--- src/rtl/lm80c_video_out.sv ---
`default_nettype none
// ============================================================================
// Module      : lm80c_video_out
// Description : Pixel-rate video back end between the TMS9918A VDP core and
//               the video outputs, clocked on clk_vdp.
//               - half-rate pixel strobe (ce_pix)
//               - 4-bit colour index to 6-bit RGB palette, black in blanking
//               - syncs/blanks delayed to line up with the colour pipeline
//               - lines-per-frame measurement, NTSC/PAL detection and a
//                 mismatch flag against the OSD TV mode
// Ports       : clk_vdp, reset (async, active-high)
//               vdp_color[3:0], vdp_hs, vdp_vs, vdp_hblank, vdp_vblank,
//               tv_pal, scanlines                                  (inputs)
//               ce_pix, r/g/b[5:0], hs, vs, hblank, vblank,
//               lines_per_frame[9:0], pal_detected, mode_mismatch (outputs)
// Config      : LM80C_VIDEO_SCANLINES_EN - when defined, scanlines = 1 halves
//               r/g/b on odd lines; when undefined the input is ignored.
// Revision    : 1.0 - initial release
// ============================================================================
module lm80c_video_out #(
  parameter bit HS_IN_ACTIVE_LOW   = 1'b1,
  parameter bit VS_IN_ACTIVE_LOW   = 1'b1,
  parameter int PAL_LINE_THRESHOLD = 300
) (
  input  logic       clk_vdp,
  input  logic       reset,
  input  logic [3:0] vdp_color,
  input  logic       vdp_hs,
  input  logic       vdp_vs,
  input  logic       vdp_hblank,
  input  logic       vdp_vblank,
  input  logic       tv_pal,
  input  logic       scanlines,
  output logic       ce_pix,
  output logic [5:0] r,
  output logic [5:0] g,
  output logic [5:0] b,
  output logic       hs,
  output logic       vs,
  output logic       hblank,
  output logic       vblank,
  output logic [9:0] lines_per_frame,
  output logic       pal_detected,
  output logic       mode_mismatch
);

  localparam logic [9:0] C_PAL_THRESHOLD = 10'(PAL_LINE_THRESHOLD);
  localparam logic [9:0] C_LINE_MAX      = 10'h3FF;

  // Top 6 bits of the TMS9918 8-bit RGB palette, packed {R,G,B}.
  function automatic logic [17:0] palette(input logic [3:0] idx);
    case (idx)
      4'h0:    palette = {6'd0,  6'd0,  6'd0 };  // transparent -> black
      4'h1:    palette = {6'd0,  6'd0,  6'd0 };
      4'h2:    palette = {6'd8,  6'd50, 6'd16};
      4'h3:    palette = {6'd23, 6'd55, 6'd30};
      4'h4:    palette = {6'd21, 6'd21, 6'd59};
      4'h5:    palette = {6'd31, 6'd29, 6'd63};
      4'h6:    palette = {6'd53, 6'd20, 6'd19};
      4'h7:    palette = {6'd16, 6'd58, 6'd61};
      4'h8:    palette = {6'd63, 6'd21, 6'd21};
      4'h9:    palette = {6'd63, 6'd30, 6'd30};
      4'hA:    palette = {6'd53, 6'd48, 6'd21};
      4'hB:    palette = {6'd57, 6'd51, 6'd32};
      4'hC:    palette = {6'd8,  6'd44, 6'd14};
      4'hD:    palette = {6'd50, 6'd22, 6'd46};
      4'hE:    palette = {6'd51, 6'd51, 6'd51};
      default: palette = {6'd63, 6'd63, 6'd63};
    endcase
  endfunction

  logic        r_ce_div;
  logic        r_ce_pix;
  logic [3:0]  r_s1_color;
  logic        r_s1_hs, r_s1_vs, r_s1_hblank, r_s1_vblank;
  logic [17:0] r_rgb;
  logic        r_hs, r_vs, r_hblank, r_vblank;
  logic [9:0]  r_line_cnt;
  logic [9:0]  r_lines_per_frame;
  logic        r_vs_seen;
  logic        r_frame_valid;
  logic        r_pal_detected;
  logic        r_mode_mismatch;

  logic        w_hs_in, w_vs_in;
  logic        w_hs_rise, w_vs_rise;
  logic [17:0] w_rgb_blanked;
  logic [17:0] w_rgb_out;
  logic        w_pal_now;

  // Normalise the VDP syncs to active-high.
  assign w_hs_in = vdp_hs ^ HS_IN_ACTIVE_LOW;
  assign w_vs_in = vdp_vs ^ VS_IN_ACTIVE_LOW;

  // The S2 sync registers hold the S1 value from the previous strobe, so they
  // double as the edge-detect history: a rise is seen in the same strobe in
  // which the S1 sync value is passed on to the outputs.
  assign w_hs_rise = r_ce_pix & r_s1_hs & ~r_hs;
  assign w_vs_rise = r_ce_pix & r_s1_vs & ~r_vs;

  assign w_rgb_blanked = (r_s1_hblank | r_s1_vblank) ? 18'd0 : palette(r_s1_color);

`ifdef LM80C_VIDEO_SCANLINES_EN
  // Darken odd lines by halving each channel, after blanking.
  assign w_rgb_out = (scanlines & r_line_cnt[0])
                   ? {1'b0, w_rgb_blanked[17:13], 1'b0, w_rgb_blanked[11:7],
                      1'b0, w_rgb_blanked[5:1]}
                   : w_rgb_blanked;
`else
  logic w_unused_scanlines;
  assign w_unused_scanlines = scanlines;
  assign w_rgb_out          = w_rgb_blanked;
`endif

  assign w_pal_now = (r_lines_per_frame >= C_PAL_THRESHOLD);

  // Pixel strobe: high on the clock after ce_div was 0.
  always_ff @(posedge clk_vdp or posedge reset) begin
    if (reset) begin
      r_ce_div <= 1'b0;
      r_ce_pix <= 1'b0;
    end else begin
      r_ce_div <= ~r_ce_div;
      r_ce_pix <= (r_ce_div == 1'b0);
    end
  end

  // Two-stage colour/sync pipeline, advancing only on strobe cycles.
  always_ff @(posedge clk_vdp or posedge reset) begin
    if (reset) begin
      r_s1_color  <= 4'd0;
      r_s1_hs     <= 1'b0;
      r_s1_vs     <= 1'b0;
      r_s1_hblank <= 1'b0;
      r_s1_vblank <= 1'b0;
      r_rgb       <= 18'd0;
      r_hs        <= 1'b0;
      r_vs        <= 1'b0;
      r_hblank    <= 1'b0;
      r_vblank    <= 1'b0;
    end else if (r_ce_pix) begin
      r_s1_color  <= vdp_color;
      r_s1_hs     <= w_hs_in;
      r_s1_vs     <= w_vs_in;
      r_s1_hblank <= vdp_hblank;
      r_s1_vblank <= vdp_vblank;
      r_rgb       <= w_rgb_out;
      r_hs        <= r_s1_hs;
      r_vs        <= r_s1_vs;
      r_hblank    <= r_s1_hblank;
      r_vblank    <= r_s1_vblank;
    end
  end

  // Line/frame measurement. A VS edge takes priority over a coincident HS
  // edge, so that HS is counted in neither frame.
  always_ff @(posedge clk_vdp or posedge reset) begin
    if (reset) begin
      r_line_cnt        <= 10'd0;
      r_lines_per_frame <= 10'd0;
      r_vs_seen         <= 1'b0;
      r_frame_valid     <= 1'b0;
      r_pal_detected    <= 1'b0;
      r_mode_mismatch   <= 1'b0;
    end else begin
      if (w_vs_rise) begin
        r_lines_per_frame <= r_line_cnt;
        r_line_cnt        <= 10'd0;
        r_vs_seen         <= 1'b1;
        // The first VS edge only opens a frame; the second closes a full one.
        if (r_vs_seen) begin
          r_frame_valid <= 1'b1;
        end
      end else if (w_hs_rise && (r_line_cnt != C_LINE_MAX)) begin
        r_line_cnt <= r_line_cnt + 10'd1;
      end
      r_pal_detected  <= w_pal_now;
      r_mode_mismatch <= r_frame_valid & (w_pal_now != tv_pal);
    end
  end

  assign ce_pix          = r_ce_pix;
  assign r               = r_rgb[17:12];
  assign g               = r_rgb[11:6];
  assign b               = r_rgb[5:0];
  assign hs              = r_hs;
  assign vs              = r_vs;
  assign hblank          = r_hblank;
  assign vblank          = r_vblank;
  assign lines_per_frame = r_lines_per_frame;
  assign pal_detected    = r_pal_detected;
  assign mode_mismatch   = r_mode_mismatch;

endmodule
`default_nettype wire

--- config.mk ---
export PLATFORM = sky130hd
export DESIGN_NAME = lm80c_video_out
export DESIGN_NICKNAME = d
export VERILOG_FILES = /design/src/rtl/lm80c_video_out.sv
export SDC_FILE = /design/constraint.sdc
export NUM_CORES = 1
export LEC_CHECK = 0
export BUFFER_PORTS_ARGS = -buffer_cell sky130_fd_sc_hd__buf_2
export CAP_MARGIN = 20
export CORE_MARGIN = 1
export CORE_UTILIZATION = 55
export CTS_CLUSTER_DIAMETER = 100
export DETAILED_ROUTE_END_ITERATION = 10
export PLACE_DENSITY = 0.79
export SYNTH_ARGS = -nofsm -noshare
export SYNTH_HDL_FRONTEND = slang
export SYNTH_SLANG_ARGS = --single-unit
export TNS_END_PERCENT = 100
--- constraint.sdc ---
create_clock -name clk_vdp -period 2.15 [get_ports clk_vdp]
set_input_delay 0.5375 -clock clk_vdp [delete_from_list [all_inputs] [get_ports clk_vdp]]
set_output_delay 0.5375 -clock clk_vdp [all_outputs]
set_load 0.05 [all_outputs]
==> impl_metrics.yaml <==
synth:
  synth_top_area_share_pct: 52.94
  syn_inst: 250
  yosysUniqueCellTypes: 47
  yosysWarningCount: 0
  syn_area_per_cell_um2: 10.40
  synth_top_area_cell: "dfrtp_1"
  synth_area_um2: 2600
  ys_ff_latch: 55
  synthFlopType: "dfrtp_1"
  synth_most_common_cell: "dfrtp_1"
  seq_area_frac_synth_pct: 52.94
  synth_commonest_cells: "dfrtp_1, nand2_1, a21oi_1"
  synth_edf_count: 0
  async_flop_share_pct: 100.0
  netlist_top_cells_area: "dfrtp_1, nand2_1, ha_1"
  synth_nets: 270
setup_path:
  startpoint_type: "flip-flop"
  reg2reg_depth: 4
  required_ps: 1610
  worst-setup-path-type: "reg2out"
  cp_max_fo: 13
  endpoint_kind: "output port"
  r2r-start: "ce_pix"
  reg2reg_to: "r_line_cnt[5]"
  cp_data_arrival_time_ps: 1440
  reg2reg_slack_ps: 410
sta:
  min_period_over_period_pct: 92.15
  max_freq_ghz: 0.5047
  hold-worst-slack_ps: 255.3
  period_needed_ps: 1981
  relSlewSlack_pct: 48.31
  drv_slew: 0
  worst_slew_pin_slew_ps: 775.3
  finalHoldViolations: 0
  fin_skew_ps: 6.997
  setup_viol: 0
  finalSetupTns_ps: 0
  grt_setup_unrepaired: "no"
power:
  power_mw: 2.277
  power_density_nw_per_um2: 748.5
  p_leak_nw: 1.490
  vdd_drop_max_mv: 0.4469
clocking:
  cts_setup_buffers: 0
  tritoncts: "yes"
  htreeDepth: 2
  cts_root_buf: "clkbuf_8"
  clock-sinks: 55
  clk_transition_reported_paths_ps: 100
  cts_buffer_depth: 2
  cts.repair.resized: 0
  ctsHoldBuffers: 0
  clk_latency_ps: 320
  cts_buffers: 5
finish:
  syn2layout_area_growth_pct: 16.99
  nets: 317
  insertedDiodeCount: 0
  fillers: 360
  drive_above_1_share_pct: 25.17
status:
  failed_checks: "design-rule violations"
  run_status: "finished, violations left"
grt:
  grt_usage_pct: 23.09
  overflow: 0
  antenna_found_initial: 0
  grt_pass1_vias: 1854
  met2_usage_pct: 35.04
  grt_max_degree: 56
  grtUsageMet3_pct: 4.986
  grt_use_met1_pct: 33.71
  grt_pass1_wl_um: 8997
  top_usage_layer: "met2"
die:
  core.rowCount: 24
  core_area_um2: 4444
  num_io_pins: 47
  die_h_um: 70.76
  dieArea_um2: 5006
  die_x_um: 70.76
  start_util_pct: 58.50
route:
  vias_per_cell: 5.806
  routed_wl_um: 5192
  ant_nets: 0
  drtIter0Drc: 227
  num_vias: 2032
  drc: 6
  dr.pass1.iters: 9
  drt-wirelength-per-cell_um: 14.83
worst_hold_path:
  hp-class: "in2async"
place:
  place_congestion: 0.8818
  io_buffers: 45
  hpwl_um: 3499
run:
  max-cap-violations: 0
-- layer usage --
| metal | wire length (um) | share of wire (%) | up-vias |
|---|---|---|---|
| li1 | - | - | 978 |
| met1 | 2496 | 48 | 981 |
| met2 | 2335 | 45 | 66 |
| met3 | 293 | 5.6 | 7 |
| met4 | 66 | 1.3 | 0 |
| met5 | 0 | 0 | - |
-- cells in the final DEF, fill, tap and decap left out, types with 2 or more instances in the layout --
cell	Yosys	final
a211oi_1	3	3
a21o_1	3	3
a21oi_1	14	14
a221oi_1	2	2
a31oi_1	3	3
a32o_1	2	2
and3_1	2	2
buf_2	4	45
buf_4	0	6
bufinv_16	0	2
clkbuf_8	0	5
dfrtp_1	55	55
ha_1	8	8
inv_1	7	6
inv_2	1	2
mux2_2	8	8
mux2i_1	6	6
nand2_1	45	45
nand2b_1	4	4
nand3_1	5	5
nor2_1	11	11
nor2b_1	4	4
nor3_1	3	3
nor3b_2	2	2
o21ai_0	9	9
o21ai_1	4	4
o2bb2ai_1	11	11
o31ai_1	2	2
or3_1	2	2
or4_1	2	2
xnor2_1	2	2
xor2_1	2	2
-- sequential cells by signal, indices dropped and copies added, names as in the netlist, 4 cells and up --
register / cells
lines_per_frame: 10
r_rgb: 18
r_line_cnt: 10
r_s1_color: 4
-- layout make-up --
cell class	count	area (um^2)	share of cell area, %
clock buffers	5	68.82	2.262
clock inverters	3	67.56	2.221
inverters	8	30.03	0.9872
multi-input cells	175	1144	37.60
flip-flops and latches	55	1376	45.25
well taps	52	65.06	2.139
repair buffers	52	290.3	9.543
-- worst max-delay path: stages, from the launching register on --
cell and delay (ps):
dfrtp_1 610, buf_4 240, buf_2 280
-- kinds of logic after synthesis --
group                      share of synthesized area, %
AOI/OAI and AO/OA                                 16.12
and+or+nand+nor                                   16.89
adders and majority gates                         3.850
muxes                                             5.775
DFF                                               52.94
xor gates and xnor gates                          1.348
buffers and inverters                             3.080
-- power breakdown --
group / internal, mW / total [mW] / switching, mW
combinational: 0.0966 / 0.326 / 0.230
sequential: 1.08 / 1.13 / 0.0494
clock: 0.464 / 0.818 / 0.354
-- stage by stage --
| stage | util, % | setup WS (ps) | instances | instance area [um^2] |
|---|---|---|---|---|
| 3_5_place_dp | 65.37 | 451.4 | 342 | 2905 |
| 6_report | 68.44 | 168.7 | 350 | 3042 |
| 3_3_place_gp | 65.37 | 484.9 | 342 | 2905 |
| 4_1_cts | 68.44 | 150.1 | 350 | 3042 |
| 5_1_grt | 68.44 | 83.86 | 350 | 3042 |
| 2_1_floorplan | - | 269.6 | 250 | 2600 |
-- how the worst max path moves through the flow --
stage / start / end / slack [ps] / cells after the start
floorplan: reset / ce_pix / 270 / 1
finish: ce_pix / ce_pix / 170 / 2
global route: ce_pix / ce_pix / 80 / 2
CTS: ce_pix / ce_pix / 150 / 2
detailed placement: ce_pix / r_line_cnt[5] / 450 / 4
global placement: ce_pix / r_line_cnt[8] / 480 / 5
Note: power is estimated with default switching activity, not from simulation.
